--- src/rtl/axistream_tlast_to_length.sv ---
// axistream_tlast_to_length
// Converts a tlast-framed AXI-Stream into a length-prefixed stream. Each
// packet is fully buffered and then emitted as a header word holding the word
// count N, followed by the N payload words in arrival order. Only one packet
// is in flight at a time. A packet that reaches 2**DEPTH_LOG2 words without
// tlast is split there. The rest of the source words then form a new packet,
// and the original tlast closes that later packet.
//
// Optional feature: define AXISTREAM_TLAST_TO_LENGTH_OVERFLOW_EN to add the
// 1-bit output 'overflow'. It pulses for one cycle after each forced split.
//
// Outputs come from flops computed one cycle ahead, so there are no gaps on
// the destination side. Reset also masks the handshake outputs
// combinationally, so they read 0 for as long as rst is high.
module axistream_tlast_to_length #(
    parameter int unsigned DATA_WIDTH = 8,
    parameter int unsigned DEPTH_LOG2 = 4
) (
    input  logic                  clk,
    input  logic                  rst,
    input  logic                  src_tvalid,
    output logic                  src_tready,
    input  logic [DATA_WIDTH-1:0] src_tdata,
    input  logic                  src_tlast,
    output logic                  dest_tvalid,
    input  logic                  dest_tready,
    output logic [DATA_WIDTH-1:0] dest_tdata
`ifdef AXISTREAM_TLAST_TO_LENGTH_OVERFLOW_EN
    ,
    output logic                  overflow
`endif
);

    localparam int unsigned DEPTH = 2 ** DEPTH_LOG2;
    localparam int unsigned AW    = DEPTH_LOG2;
    localparam int unsigned CW    = DEPTH_LOG2 + 1;

    typedef enum logic [1:0] {
        FILL   = 2'd0,
        HEADER = 2'd1,
        DRAIN  = 2'd2
    } state_t;

    state_t                state;
    state_t                state_n;
    logic [CW-1:0]         count;
    logic [CW-1:0]         count_n;
    logic [CW-1:0]         rd_ptr;
    logic [CW-1:0]         rd_ptr_n;
    logic                  src_tready_q;
    logic                  src_tready_n;
    logic                  dest_tvalid_q;
    logic                  dest_tvalid_n;
    logic [DATA_WIDTH-1:0] dest_tdata_q;
    logic [DATA_WIDTH-1:0] dest_tdata_n;

    logic [DATA_WIDTH-1:0] buffer [DEPTH];

    logic                  src_fire_c;
    logic                  dest_fire_c;
    logic [CW-1:0]         count_inc_c;
    logic [CW-1:0]         rd_next_c;
    logic                  full_c;
    logic                  last_word_c;

`ifdef AXISTREAM_TLAST_TO_LENGTH_OVERFLOW_EN
    logic                  overflow_q;
    logic                  overflow_n;
`endif

    // Reset masks the handshake and data outputs immediately
    assign src_tready  = src_tready_q & ~rst;
    assign dest_tvalid = dest_tvalid_q & ~rst;
    assign dest_tdata  = rst ? '0 : dest_tdata_q;

`ifdef AXISTREAM_TLAST_TO_LENGTH_OVERFLOW_EN
    assign overflow    = overflow_q & ~rst;
`endif

    // Handshake and pointer helpers
    assign src_fire_c  = src_tvalid & src_tready;
    assign dest_fire_c = dest_tvalid & dest_tready;
    assign count_inc_c = count + CW'(1);
    assign rd_next_c   = rd_ptr + CW'(1);
    assign full_c      = (count_inc_c == CW'(DEPTH));
    assign last_word_c = (rd_next_c == count);

    // Next-state and next-output logic
    always_comb begin
        state_n       = state;
        count_n       = count;
        rd_ptr_n      = rd_ptr;
        src_tready_n  = src_tready_q;
        dest_tvalid_n = dest_tvalid_q;
        dest_tdata_n  = dest_tdata_q;
`ifdef AXISTREAM_TLAST_TO_LENGTH_OVERFLOW_EN
        overflow_n    = 1'b0;
`endif
        case (state)
            FILL: begin
                if (src_fire_c) begin
                    count_n = count_inc_c;
                    if (src_tlast || full_c) begin
                        state_n       = HEADER;
                        src_tready_n  = 1'b0;
                        dest_tvalid_n = 1'b1;
                        dest_tdata_n  = DATA_WIDTH'(count_inc_c);
                    end
`ifdef AXISTREAM_TLAST_TO_LENGTH_OVERFLOW_EN
                    overflow_n = full_c & ~src_tlast;
`endif
                end
            end
            HEADER: begin
                if (dest_fire_c) begin
                    state_n      = DRAIN;
                    rd_ptr_n     = '0;
                    dest_tdata_n = buffer[0];
                end
            end
            DRAIN: begin
                if (dest_fire_c) begin
                    if (last_word_c) begin
                        state_n       = FILL;
                        count_n       = '0;
                        rd_ptr_n      = '0;
                        src_tready_n  = 1'b1;
                        dest_tvalid_n = 1'b0;
                        dest_tdata_n  = '0;
                    end else begin
                        rd_ptr_n     = rd_next_c;
                        dest_tdata_n = buffer[rd_next_c[AW-1:0]];
                    end
                end
            end
            default: begin
                state_n       = FILL;
                count_n       = '0;
                rd_ptr_n      = '0;
                src_tready_n  = 1'b1;
                dest_tvalid_n = 1'b0;
                dest_tdata_n  = '0;
            end
        endcase
    end

    // State, pointer and output registers
    always_ff @(posedge clk) begin
        if (rst) begin
            state         <= FILL;
            count         <= '0;
            rd_ptr        <= '0;
            src_tready_q  <= 1'b1;
            dest_tvalid_q <= 1'b0;
            dest_tdata_q  <= '0;
        end else begin
            state         <= state_n;
            count         <= count_n;
            rd_ptr        <= rd_ptr_n;
            src_tready_q  <= src_tready_n;
            dest_tvalid_q <= dest_tvalid_n;
            dest_tdata_q  <= dest_tdata_n;
        end
    end

`ifdef AXISTREAM_TLAST_TO_LENGTH_OVERFLOW_EN
    // One-cycle pulse after a packet is split at full depth
    always_ff @(posedge clk) begin
        if (rst) begin
            overflow_q <= 1'b0;
        end else begin
            overflow_q <= overflow_n;
        end
    end
`endif

    // Packet buffer write; no reset, stale contents are never read
    always_ff @(posedge clk) begin
        if (src_fire_c) begin
            buffer[count[AW-1:0]] <= src_tdata;
        end
    end

endmodule

--- config.mk ---
export PLATFORM = sky130hd
export DESIGN_NAME = axistream_tlast_to_length
export DESIGN_NICKNAME = d
export VERILOG_FILES = /design/src/rtl/axistream_tlast_to_length.sv
export SDC_FILE = /design/constraint.sdc
export NUM_CORES = 1
export LEC_CHECK = 0
export CORE_MARGIN = 4
export CORE_UTILIZATION = 30
export CTS_CLUSTER_DIAMETER = 50
export DETAILED_ROUTE_END_ITERATION = 12
export PLACE_DENSITY_LB_ADDON = 0.3
export SLEW_MARGIN = 20
export SYNTH_ARGS = -nofsm -noshare
export SYNTH_HDL_FRONTEND = slang
export SYNTH_SLANG_ARGS = --single-unit
--- constraint.sdc ---
create_clock -name clk -period 2.9 [get_ports clk]
set_input_delay 0.725 -clock clk [delete_from_list [all_inputs] [get_ports clk]]
set_output_delay 0.725 -clock clk [all_outputs]
set_load 0.005 [all_outputs]
==> results by group <==
Run status
  – Status: completed

Timing
  – Fin. Hold Viols: 0
  – Achievable Freq: 357.0 MHz
  – Period utilization: 0.9658
  – Fin Clk Skew: 0.009259 ns
  – Minimum clock period: 2.801 ns
  – Worst Max-Slew Pin Slew: 0.6127 ns
  – Unrepaired setup endpoints after global routing: false
  – Max Slew Vio Count: 0
  – Max-slew headroom: 0.5910
  – Setup TNS: 0 ns
  – # setup viols final: 0

Drt
  – Vias/cell: 4.980
  – First drt pass iteration count: 5
  – Routed Antenna Nets: 0
  – Final WL: 14880 um
  – Iter 0 DRT Violations: 227
  – Vias: 3705
  – DRC viols: 0
  – WL/cell: 20.01 um

Floorplanning
  – Chip width: 154.4 um
  – Io pins: 23
  – Die Footprint: 0.02384 mm^2
  – Core area: 0.02102 mm^2
  – Die Span Y: 154.4 um
  – Num rows: 53
  – Initial Util: 0.3059

Global routing
  – Total grt overflow: 0
  – Initial antenna violation count: 0
  – Vias in the first global route: 3775
  – First-pass GRT wire length: 22840 um
  – Largest net degree at the start of global routing: 37
  – Total GRT Usage: 0.1286

Yosys
  – Main flop type after synthesis: edfxtp_1
  – Yosys synthesis warning count: 0
  – Post-synth top area share: 0.5977
  – Most frequent cell after synthesis: edfxtp_1
  – Asr flop ratio synth: 0
  – Synth top cells by count: edfxtp_1 (128), mux4_2 (32), dfxtp_1 (22), nor2_1 (22), nand2_1 (21)
  – Synth top area cells: edfxtp_1 (60%), mux4_2 (11%), dfxtp_1 (6.8%)
  – Yosys cell types: 50
  – Number of synthesized register bits: 150
  – Sequential element share of the synthesized area: 0.6661
  – Syn avg cell area: 16.00 um^2
  – Post-Syn Instances: 402
  – Syn_nets: 421
  – EDFF count, synth: 128
  – Synth area leader: edfxtp_1
  – Netlist Area Pre-Place: 0.006431 mm^2

Clock network
  – CTS Buf Count: 17
  – # hold bufs at CTS: 0
  – Reg clk slew, reported paths: 0.06 ns
  – CTS max path bufs: 2
  – Clk_lat worst skew: 0.42 ns
  – CTS tree: built
  – Quantity of gates resized following cts: 0
  – # Post-CTS Setup Buffers: 0
  – CTS H-Tree Depth: 4
  – Clock Sinks: 150
  – Root buf cell: clkbuf_16

Setup path
  – Critical-path cell list: clkdlybuf4s50_1 > buf_12 > nand2b_1 > inv_1 > clkdlybuf4s50_1
  – Critical path class: input pin to output port
  – Crit end category: output port
  – Slowest stage delay, CP: 0.50 ns
  – Worst Path Arrival: 2.08 ns
  – CP max stage cell: clkdlybuf4s50_1
  – Worst Path Buf+Inv: 4
  – Worst endpoint required time: 2.17 ns
  – Crit Path Max Fanout: 12
  – Family with the most delay on the worst path: buffers and inverters
  – Startpoint types: input pin
  – CP dominant cell by count: clkdlybuf4s50_1

Hold path
  – Worst Hold Class: flip-flop to flip-flop

Flow run
  – Max-Cap Viols: 0

Placement
  – Final GP Congestion: 0.7562
  – DP Wirelength: 9706 um
  – Dpl cells: 712
  – Port bufs: 22

Power
  – Sw Pwr: 1033 uW
  – Internal power: 3548 uW
  – Register share of total power: 0.518
  – Pwr Density: 591.6 mW/mm^2
  – Clock power frac: 0.442
  – Peak VDD IR: 0.4623 mV
  – LEAKAGE: 0.002545 uW
  – Logic pwr share: 0.041
  – Net Sw Frac: 0.2254

Cells and area
  – Layout Nets: 475
  – Fraction of layout cells with a size suffix above 1: 0.2367
  – N_diodes: 0
  – Area delta synth->final: 20.39%
  – Final Non-Filler Cells: 744
## placed cells by master, fill, tap and decap left out, types with 3 or more instances in the layout
cell	n
a21oi_1	6
a31oi_1	8
and3b_1	3
buf_12	3
buf_4	31
clkbuf_16	17
clkdlybuf4s50_1	22
clkinv_2	3
dfxtp_1	21
edfxtp_1	128
ha_1	6
inv_1	17
inv_6	6
mux2_2	3
mux2i_1	19
mux4_2	32
nand2_1	21
nand2b_1	9
nand3_1	11
nand3b_1	4
nor2_1	22
nor2b_1	5
nor3_1	6
o21ai_0	6
o221ai_1	3
o221ai_2	5
o32ai_1	3
or3_1	3
xnor2_1	8
xor2_1	4
## logic make-up after synthesis
family,Yosys count,share of synthesized area
DFF,150,0.6661
and+or+nand+nor,92,0.07296
muxes,54,0.1469
AOI/OAI and AO/OA,47,0.05740
buffers and inverters,39,0.02568
xor gates and xnor gates,13,0.01770
adders and majority gates,7,0.01323
## layer usage
| layer | share of wire | wire (um) | vias up | global-route usage |
|---|---|---|---|---|
| met2 | 0.47 | 7003 | 123 | 0.2005 |
| li1 | - | - | 1688 | - |
| met4 | 0.012 | 174 | 0 | 0.03280 |
| met1 | 0.46 | 6777 | 1877 | 0.1771 |
| met3 | 0.062 | 928 | 17 | 0.03833 |
| met5 | 0 | 0 | - | 0 |
## final timing paths
check | start | end | slack, ns | cells after the start
worst min register to register | rd_ptr[4] | rd_ptr[4] | 0.50 | 2
worst max-delay path | rst | dest_tdata[1] | 0.1 | 5
worst min-delay path | rd_ptr[4] | rd_ptr[4] | 0.50 | 2
worst max register to register | count[1] | dest_tdata_q[4] | 0.31 | 6
## cell type report
type	count	area [um^2]
Tap cell	275	344.1
Inverter	18	67.56
Fill cell	1964	13280
Multi-Input combinational cell	213	1989
Timing Repair Buffer	56	513.0
Sequential cell	150	4285
Clock inverter	14	113.9
Clock buffer	18	429.2
## registers in the layout (all words and copies together) (netlist names)
signal	count
buffer	128
dest_tdata_q	8
count	5
rd_ptr	5
state	2
dest_tvalid_q	1
src_tready_q	1
## metrics by stage
step | setup WS (ns) | hold slack, ns | area, um^2 | power [uW] | utilization
final | 0.09907 | 0.4972 | 7742 | 4580 | 0.3683
after global routing | 0.02960 | 0.5257 | 7742 | 4738 | 0.3683
after floorplan | 0.7825 | 0.4454 | 6431 | 2496 | -
after CTS | 0.06451 | 0.5018 | 7742 | 4626 | 0.3683
after global placement | 0.1080 | 0.4721 | 7199 | 2600 | 0.3425
after detailed placement | 0.07028 | 0.4865 | 7199 | 2602 | 0.3425
## power groups by stage
| stage | clock (uW) | sequential, uW | combinational, uW |
|---|---|---|---|
| 2_1_floorplan | 0 | 2410 | 84.0 |
| 3_3_place_gp | 0 | 2420 | 183 |
| 3_5_place_dp | 0 | 2420 | 186 |
| 4_1_cts | 2070 | 2370 | 187 |
| 5_1_grt | 2160 | 2370 | 204 |
| 6_report | 2020 | 2370 | 186 |
## worst min-delay path, cell delays in order (launching register included)
cell,delay (ns)
dfxtp_1,0.33
inv_1,0.06
o22ai_1,0.05
Note: power is estimated with default switching activity, not from simulation.
